### config.mk
export PLATFORM = sky130hd
export DESIGN_NAME = mem_arbiter_flat
export DESIGN_NICKNAME = d
export VERILOG_FILES = /design/src/rtl/mem_arb_pkg.sv /design/src/rtl/mem_arbiter_if.sv /design/src/rtl/mem_arbiter.sv /design/src/flat_wrapper.sv
export SDC_FILE = /design/constraint.sdc
export NUM_CORES = 1
export LEC_CHECK = 0
export ABC_AREA = 1
export ABC_CLOCK_PERIOD_IN_PS = 13000
export CELL_PAD_IN_SITES_DETAIL_PLACEMENT = 1
export CELL_PAD_IN_SITES_GLOBAL_PLACEMENT = 2
export CORE_ASPECT_RATIO = 1.75
export CORE_UTILIZATION = 25
export CTS_CLUSTER_DIAMETER = 50
export DETAILED_ROUTE_END_ITERATION = 8
export PLACE_DENSITY = 0.95
export SYNTH_ARGS = -nofsm -noshare
export SYNTH_HDL_FRONTEND = slang
export SYNTH_SLANG_ARGS = --single-unit
### constraint.sdc
create_clock -name clk -period 13 [get_ports clk]
set_clock_uncertainty 0.05 [all_clocks]
set_input_delay 3.9 -clock clk [delete_from_list [all_inputs] [get_ports clk]]
set_output_delay 3.9 -clock clk [all_outputs]
set_load 0.1 [all_outputs]
### src/rtl/mem_arb_pkg.sv
// Shared types for the two-port memory arbiter: FSM states and port identifiers.
package mem_arb_pkg;
    typedef enum logic [1:0] {
        IDLE   = 2'd0,
        BUSY_I = 2'd1,
        BUSY_D = 2'd2
    } state_t;

    localparam logic PORT_I = 1'b0;
    localparam logic PORT_D = 1'b1;
endpackage

### src/rtl/mem_arbiter_if.sv
// Bundle of the fetch port, data port and shared memory port seen by mem_arbiter.
// master = the arbiter itself; slave = the clients and the memory around it.
interface mem_arbiter_if;
    logic        imem_req;
    logic [31:0] imem_addr;
    logic        imem_gnt;
    logic        imem_done;
    logic [31:0] imem_rdata;
    logic        dmem_req;
    logic [3:0]  dmem_writeb;
    logic [31:0] dmem_addr;
    logic [31:0] dmem_wdata;
    logic        dmem_gnt;
    logic        dmem_done;
    logic [31:0] dmem_rdata;
    logic        bus_err;
    logic        mem_req;
    logic [3:0]  mem_writeb;
    logic [31:0] mem_addr;
    logic [31:0] mem_wdata;
    logic        mem_ready;
    logic [31:0] mem_rdata;

    modport master (
        input  imem_req, imem_addr, dmem_req, dmem_writeb, dmem_addr, dmem_wdata,
        input  mem_ready, mem_rdata,
        output imem_gnt, imem_done, imem_rdata, dmem_gnt, dmem_done, dmem_rdata,
        output bus_err, mem_req, mem_writeb, mem_addr, mem_wdata
    );

    modport slave (
        output imem_req, imem_addr, dmem_req, dmem_writeb, dmem_addr, dmem_wdata,
        output mem_ready, mem_rdata,
        input  imem_gnt, imem_done, imem_rdata, dmem_gnt, dmem_done, dmem_rdata,
        input  bus_err, mem_req, mem_writeb, mem_addr, mem_wdata
    );
endinterface

### src/rtl/mem_arbiter.sv
// Arbitrates a fetch port and a data port onto one memory port, one access at a time,
// with round-robin or dmem-first priority and a wait-cycle timeout.
module mem_arbiter #(
    parameter int FAIR     = 1,
    parameter int MAX_WAIT = 16
) (
    input logic           clk,
    input logic           reset,
    mem_arbiter_if.master bus
);
    import mem_arb_pkg::*;

    localparam logic       LP_FAIR = (FAIR != 0);
    localparam logic [7:0] LP_LAST = 8'(MAX_WAIT - 1);

    state_t      r_state;
    state_t      w_next;
    logic        r_last;
    logic [7:0]  r_cnt;
    logic [31:0] r_addr;
    logic [31:0] r_wdata;
    logic [3:0]  r_writeb;
    logic        r_imem_gnt;
    logic        r_dmem_gnt;
    logic        r_imem_done;
    logic        r_dmem_done;
    logic [31:0] r_imem_rdata;
    logic [31:0] r_dmem_rdata;
    logic        r_bus_err;

    logic        w_grant_i;
    logic        w_grant_d;
    logic        w_ready;
    logic        w_timeout;
    logic        w_busy;

    assign w_busy = (r_state != IDLE);

    always_ff @(posedge clk or posedge reset) begin
        if (reset) r_state <= IDLE;
        else       r_state <= w_next;
    end

    always_comb begin
        w_next    = r_state;
        w_grant_i = 1'b0;
        w_grant_d = 1'b0;
        w_ready   = 1'b0;
        w_timeout = 1'b0;
        case (r_state)
            IDLE: begin
                if (bus.imem_req && bus.dmem_req) begin
                    // On a tie, round-robin favours whichever port did not win last time.
                    if (LP_FAIR && (r_last == PORT_D)) w_grant_i = 1'b1;
                    else                               w_grant_d = 1'b1;
                end else if (bus.imem_req) begin
                    w_grant_i = 1'b1;
                end else if (bus.dmem_req) begin
                    w_grant_d = 1'b1;
                end
                if (w_grant_i) w_next = BUSY_I;
                if (w_grant_d) w_next = BUSY_D;
            end
            BUSY_I, BUSY_D: begin
                // A ready arriving in the final allowed cycle beats the timeout.
                if (bus.mem_ready) begin
                    w_ready = 1'b1;
                    w_next  = IDLE;
                end else if (r_cnt == LP_LAST) begin
                    w_timeout = 1'b1;
                    w_next    = IDLE;
                end
            end
            default: w_next = IDLE;
        endcase
    end

    always_ff @(posedge clk or posedge reset) begin
        if (reset) begin
            r_last       <= PORT_D;
            r_cnt        <= 8'd0;
            r_addr       <= 32'd0;
            r_wdata      <= 32'd0;
            r_writeb     <= 4'd0;
            r_imem_gnt   <= 1'b0;
            r_dmem_gnt   <= 1'b0;
            r_imem_done  <= 1'b0;
            r_dmem_done  <= 1'b0;
            r_imem_rdata <= 32'd0;
            r_dmem_rdata <= 32'd0;
            r_bus_err    <= 1'b0;
        end else begin
            r_imem_gnt  <= w_grant_i;
            r_dmem_gnt  <= w_grant_d;
            r_imem_done <= (r_state == BUSY_I) && (w_ready || w_timeout);
            r_dmem_done <= (r_state == BUSY_D) && (w_ready || w_timeout);
            r_bus_err   <= w_timeout;

            if (w_grant_i) begin
                r_last   <= PORT_I;
                r_cnt    <= 8'd0;
                r_addr   <= bus.imem_addr;
                r_wdata  <= 32'd0;
                r_writeb <= 4'd0;
            end else if (w_grant_d) begin
                r_last   <= PORT_D;
                r_cnt    <= 8'd0;
                r_addr   <= bus.dmem_addr;
                r_wdata  <= bus.dmem_wdata;
                r_writeb <= bus.dmem_writeb;
            end else if (w_busy && !w_ready) begin
                r_cnt <= r_cnt + 8'd1;
            end

            if (r_state == BUSY_I) begin
                if (w_ready)        r_imem_rdata <= bus.mem_rdata;
                else if (w_timeout) r_imem_rdata <= 32'd0;
            end
            if (r_state == BUSY_D) begin
                if (w_ready)        r_dmem_rdata <= bus.mem_rdata;
                else if (w_timeout) r_dmem_rdata <= 32'd0;
            end
        end
    end

    assign bus.mem_req    = w_busy;
    assign bus.mem_writeb = w_busy ? r_writeb : 4'd0;
    assign bus.mem_addr   = r_addr;
    assign bus.mem_wdata  = r_wdata;
    assign bus.imem_gnt   = r_imem_gnt;
    assign bus.dmem_gnt   = r_dmem_gnt;
    assign bus.imem_done  = r_imem_done;
    assign bus.dmem_done  = r_dmem_done;
    assign bus.imem_rdata = r_imem_rdata;
    assign bus.dmem_rdata = r_dmem_rdata;
    assign bus.bus_err    = r_bus_err;
endmodule

### src/flat_wrapper.sv
// flat-port wrapper written by rule: the top's interface ports become plain ports
module mem_arbiter_flat import mem_arb_pkg::*;
#(
    parameter int FAIR     = 1,
    parameter int MAX_WAIT = 16
)
  (clk, reset, bus_imem_req, bus_imem_addr, bus_dmem_req, bus_dmem_writeb, bus_dmem_addr, bus_dmem_wdata, bus_mem_ready, bus_mem_rdata, bus_imem_gnt, bus_imem_done, bus_imem_rdata, bus_dmem_gnt, bus_dmem_done, bus_dmem_rdata, bus_bus_err, bus_mem_req, bus_mem_writeb, bus_mem_addr, bus_mem_wdata);
  mem_arbiter_if bus_i ();
  input logic clk;
  input logic reset;
  input wire logic [$bits(bus_i.imem_req)-1:0] bus_imem_req;
  input wire logic [$bits(bus_i.imem_addr)-1:0] bus_imem_addr;
  input wire logic [$bits(bus_i.dmem_req)-1:0] bus_dmem_req;
  input wire logic [$bits(bus_i.dmem_writeb)-1:0] bus_dmem_writeb;
  input wire logic [$bits(bus_i.dmem_addr)-1:0] bus_dmem_addr;
  input wire logic [$bits(bus_i.dmem_wdata)-1:0] bus_dmem_wdata;
  input wire logic [$bits(bus_i.mem_ready)-1:0] bus_mem_ready;
  input wire logic [$bits(bus_i.mem_rdata)-1:0] bus_mem_rdata;
  output wire logic [$bits(bus_i.imem_gnt)-1:0] bus_imem_gnt;
  output wire logic [$bits(bus_i.imem_done)-1:0] bus_imem_done;
  output wire logic [$bits(bus_i.imem_rdata)-1:0] bus_imem_rdata;
  output wire logic [$bits(bus_i.dmem_gnt)-1:0] bus_dmem_gnt;
  output wire logic [$bits(bus_i.dmem_done)-1:0] bus_dmem_done;
  output wire logic [$bits(bus_i.dmem_rdata)-1:0] bus_dmem_rdata;
  output wire logic [$bits(bus_i.bus_err)-1:0] bus_bus_err;
  output wire logic [$bits(bus_i.mem_req)-1:0] bus_mem_req;
  output wire logic [$bits(bus_i.mem_writeb)-1:0] bus_mem_writeb;
  output wire logic [$bits(bus_i.mem_addr)-1:0] bus_mem_addr;
  output wire logic [$bits(bus_i.mem_wdata)-1:0] bus_mem_wdata;
  assign bus_i.imem_req = bus_imem_req;
  assign bus_i.imem_addr = bus_imem_addr;
  assign bus_i.dmem_req = bus_dmem_req;
  assign bus_i.dmem_writeb = bus_dmem_writeb;
  assign bus_i.dmem_addr = bus_dmem_addr;
  assign bus_i.dmem_wdata = bus_dmem_wdata;
  assign bus_i.mem_ready = bus_mem_ready;
  assign bus_i.mem_rdata = bus_mem_rdata;
  assign bus_imem_gnt = bus_i.imem_gnt;
  assign bus_imem_done = bus_i.imem_done;
  assign bus_imem_rdata = bus_i.imem_rdata;
  assign bus_dmem_gnt = bus_i.dmem_gnt;
  assign bus_dmem_done = bus_i.dmem_done;
  assign bus_dmem_rdata = bus_i.dmem_rdata;
  assign bus_bus_err = bus_i.bus_err;
  assign bus_mem_req = bus_i.mem_req;
  assign bus_mem_writeb = bus_i.mem_writeb;
  assign bus_mem_addr = bus_i.mem_addr;
  assign bus_mem_wdata = bus_i.mem_wdata;
  mem_arbiter #(.FAIR(FAIR), .MAX_WAIT(MAX_WAIT)) u_core (.clk(clk), .reset(reset), .bus(bus_i));
endmodule
Word-level counts from Yosys, hierarchy flattened
Index checks and enable logic that the tools add are counted.
{"block": "classes", "add_sub_neg": 1, "magnitude_cmp": 0, "n_eq_ne": 5, "shift": 0, "n_div": 0, "n_reduce_logical": 15, "mux": 35, "bitwise": 0, "mul": 0}
{"operator": "32-bit 2-to-1 mux", "count": 6}
{"operator": "8-bit 2-to-1 mux", "count": 3}
{"operator": "1-bit 2-to-1 mux", "count": 18}
{"operator": "4-bit 2-to-1 mux", "count": 3}
{"operator": "8-bit by 1-bit adder with 8-bit output, second input constant", "count": 1}
{"operator": "8-bit by 4-bit == test with 1-bit output, second input constant", "count": 1}
{"operator": "2-bit 2-to-1 mux", "count": 4}
{"operator": "2-bit AND reduction", "count": 3}
{"operator": "2-bit nonzero test", "count": 3}
{"operator": "1-bit logical AND", "count": 4}
{"operator": "2-bit case mux with 2 select lines", "count": 1}
{"operator": "3-bit by 2-bit != test with 1-bit output, second input constant", "count": 1}
{"operator": "3-bit != test, second input constant", "count": 1}
{"operator": "3-bit nonzero test", "count": 1}
{"operator": "2-bit by 1-bit == test with 1-bit output, second input constant", "count": 1}
{"operator": "2-bit == test, second input constant", "count": 1}
{"operator": "2-bit zero test", "count": 1}
{"operator": "2-bit OR reduction", "count": 1}
{"operator": "1-bit zero test", "count": 1}
{"operator": "1-bit logical OR", "count": 1}
{"block": "totals", "mem_count": 0, "mem_bits_ro": 0, "regBits": 148, "output_inout_bits": 138, "latchBits": 0, "ram_bits": 0, "elab_cells": 69}

Longest topological paths before layout
{"block": "depth", "ltp_word": 8, "ltp_mapped": 10}

Worst setup path after synthesis
OpenSTA, ideal clock, no wires.
{"block": "synth_path", "kind": "reg-to-output", "from": "reg u_core.r_state[0]", "to": "out bus_mem_writeb[0]", "path_buffers": 1, "required_time_ps": 9050, "stages_incl_launch_ff": 5, "t_arrival_ps": 2016, "setup_slack_ps": 7034, "cell_sequence": "dfrtp_1 inv_1 ha_1 buf_4 nor2_1"}
{"block": "synth_via", "elab_chain_cells": 2}
{"item": "start: declaration", "line": "mem_arbiter.sv:16", "text": "state_t r_state;"}
{"item": "start signal: assignment", "line": "mem_arbiter.sv:41", "text": "else r_state <= w_next;"}
{"item": "2-bit nonzero test", "line": "mem_arbiter.sv:37", "text": "assign w_busy = (r_state != IDLE);"}
{"item": "4-bit 2-to-1 mux", "line": "mem_arbiter.sv:127", "text": "assign bus.mem_writeb = w_busy ? r_writeb : 4'd0;"}
{"item": "end: declaration", "line": "flat_wrapper.sv:27", "text": "output wire logic [$bits(bus_i.mem_writeb)-1:0] bus_mem_writeb;"}
No other way between the ends.

Final worst setup path
{"block": "layout_path", "from": "reg u_core.r_state[0]", "to": "out bus_mem_req"}
{"block": "layout_via", "elab_chain_cells": 1}
{"item": "2-bit nonzero test", "line": "mem_arbiter.sv:37"}
{"item": "end: declaration", "line": "flat_wrapper.sv:26", "text": "output wire logic [$bits(bus_i.mem_req)-1:0] bus_mem_req;"}
No other way between the ends.

==> results_dict.tcl <==
set metrics [dict create \
    drv_slew 0 \
    worst_slew_pin_slew_ns 1.072 \
    synth_edf_count 0 \
    start_util 0.2538 \
    synth_commonest_cells "nand2_1 (255), dfrtp_1 (147), nor2_1 (81)" \
    ant_nets 0 \
    met1_usage 0.1748 \
    fin_crit_ns 6.537 \
    required_ns 9.05 \
    cts_buffer_depth 2 \
    h-tree-depth 4 \
    worst_setup_path_end_kind "output port" \
    max_slew_margin 0.2834 \
    grt_pass1_vias 6318 \
    num_rows 76 \
    route.detailed.drc 0 \
    wire_per_inst_um 16.65 \
    cts_buffers 17 \
    die_w_um 121.3 \
    placement.io_buffers 274 \
    clock-sinks 148 \
    die-area_mm2 0.02556 \
    pin_count 275 \
    fmax_mhz 153.0 \
    area_delta_synth_final_pct 57.05 \
    cp-start-kind "register" \
    syn_area_per_cell_um2 8.819 \
    cp.arrival_ns 2.59 \
    synthDistinctLibCells 21 \
    ys_async_sr_fraction 1.000 \
    wirelength_um 21510 \
    grt_setup_unrepaired "false" \
    nets 1108 \
    dp_hpwl_um 14880 \
    finalHoldViolCount 0 \
    grt_usage 0.1766 \
    route.vias.total 5703 \
    crit_type "reg -> out" \
    grtUsageMet2 0.3239 \
    synth.most_common_cell "nand2_1" \
    hold_ws_ns 0.4177 \
    clk_latency_ns 0.44 \
    gp_congestion 0.7167 \
    num-fill-cells 2852 \
    grt-ovfl-total 0 \
    fin_crit_sh 0.5028 \
    cap_violations 0 \
    synth_fp_nets 847 \
    drive_above_1_share 0.04703 \
    routed_via_density 4.414 \
    clk_pin_slew_ns 0.06 \
    synth_top_cell_by_area "dfrtp_1" \
    cts_root_buf "clkbuf_16" \
    grt.busiest_layer "met2" \
    grt_max_degree 89 \
    antenna_found_initial 1 \
    cts_resized 0 \
    ff_latch_area_mm2 0.003705 \
    totalNegativeSetupSlack_ns 0 \
    post-cts-setup-buffers 0 \
    syn_inst 706 \
    cts_hold_buf 0 \
    synth_top_area_frac 0.5908 \
    grt_pass1_wl_um 33970 \
    finalSetupViolCount 0 \
    ys_seq_area_frac 0.5951 \
    outcome "completed" \
    cts_tree "yes" \
    core_area_mm2 0.02453 \
    fp.dieH_um 210.8 \
    drt-pass1-iter-count 4 \
    syn_area_mm2 0.006226 \
    cp_max_fo 9 \
    grtUsageMet3 0.04725 \
    multi_input_comb_area_mm2 0.002090 \
    hold_path_class "reg -> reg" \
    ys_top_cells_by_area "dfrtp_1 (59%), nand2_1 (15%), nor2_1 (4.9%)" \
    yosys_register_bits 148 \
    ys.flop_type "dfrtp_1" \
    drtIter0Drc 145 \
    ys_warn_count 0 \
]
==> state kept, by name (all words and copies together), names as in the netlist, 2 cells and up <==
register               cells
u_core.r_cnt               8
u_core.bus.mem_wdata      32
u_core.bus.dmem_rdata     32
u_core.r_writeb            4
u_core.bus.mem_addr       32
u_core.bus.imem_rdata     32
u_core.r_state             2
==> layout by cell type, fill, tap and decap left out, types with 5 or more instances in the layout <==
master | synthesis | final
o21ai_1 | 30 | 30
nand2_1 | 255 | 255
a21oi_1 | 37 | 37
dfrtp_1 | 147 | 147
clkbuf_16 | 0 | 17
clkinv_2 | 0 | 5
nand3_1 | 7 | 7
a22o_1 | 32 | 32
buf_4 | 1 | 6
o21ai_0 | 12 | 12
clkdlybuf4s50_1 | 0 | 274
nor2_1 | 81 | 81
inv_1 | 52 | 51
==> logic make-up (layout without fill, tap and decap cells) <==
group                      count (synthesis)  count (layout)  synth area share
AOI/OAI and AO/OA                        112             112            0.1111
adders and majority gates                  4               4          0.008039
buffers and inverters                     93             365           0.06933
DFF                                      148             148            0.5951
other                                      0               2                 0
and+or+nand+nor                          349             349            0.2164
==> final cells by class <==
type / count / area share
flip-flops and latches: 148 / 0.3789
repair buffers: 280 / 0.2851
multi-input cells: 465 / 0.2137
clock buffers: 20 / 0.04671
well taps: 312 / 0.03992
inverters: 55 / 0.02163
clock inverters: 10 / 0.01356
diodes: 2 / 0.0005118
==> critical path: stages (launching register included) <==
cell and delay (ns):
dfrtp_1 0.37, inv_1 0.07, ha_1 0.35, inv_1 0.18
clkdlybuf4s50_1 1.17
==> worst paths after layout <==
check	start	endpoint	slack (ns)	cells past startpoint
setup reg to reg	u_core.r_state[0]	u_core.bus.mem_addr[30]	10.19	6
hold / removal	u_core.bus.dmem_rdata[21]	u_core.bus.dmem_rdata[21]	0.42	2
setup / recovery	u_core.r_state[0]	bus_mem_req	6.46	4
hold reg to reg	u_core.bus.dmem_rdata[21]	u_core.bus.dmem_rdata[21]	0.42	2
min in group asynchronous	reset	u_core.bus.mem_wdata[30]	3.94	2
max in group asynchronous	reset	u_core.bus.imem_rdata[26]	7.57	3
==> routing by layer <==
| metal | vias up | part of all wire |
|---|---|---|
| met5 | - | 0 |
| met4 | 0 | 0.042 |
| met3 | 45 | 0.048 |
| met2 | 184 | 0.55 |
| met1 | 2749 | 0.36 |
| li1 | 2725 | - |
==> metrics by stage <==
step           worst slack, ns  std cells  utilization  instance area (um^2)
6_report                 6.463       1292       0.3986                  9778
5_1_grt                  6.322       1291       0.3985                  9776
4_1_cts                  6.414       1290       0.3984                  9773
3_5_place_dp             6.654       1260       0.3743                  9184
3_3_place_gp             6.745       1260       0.3743                  9184
2_1_floorplan            5.072        706            -                  6226
Power is not shown: default switching activity piles up to over one toggle a cycle in this logic, so the estimate is an artifact.
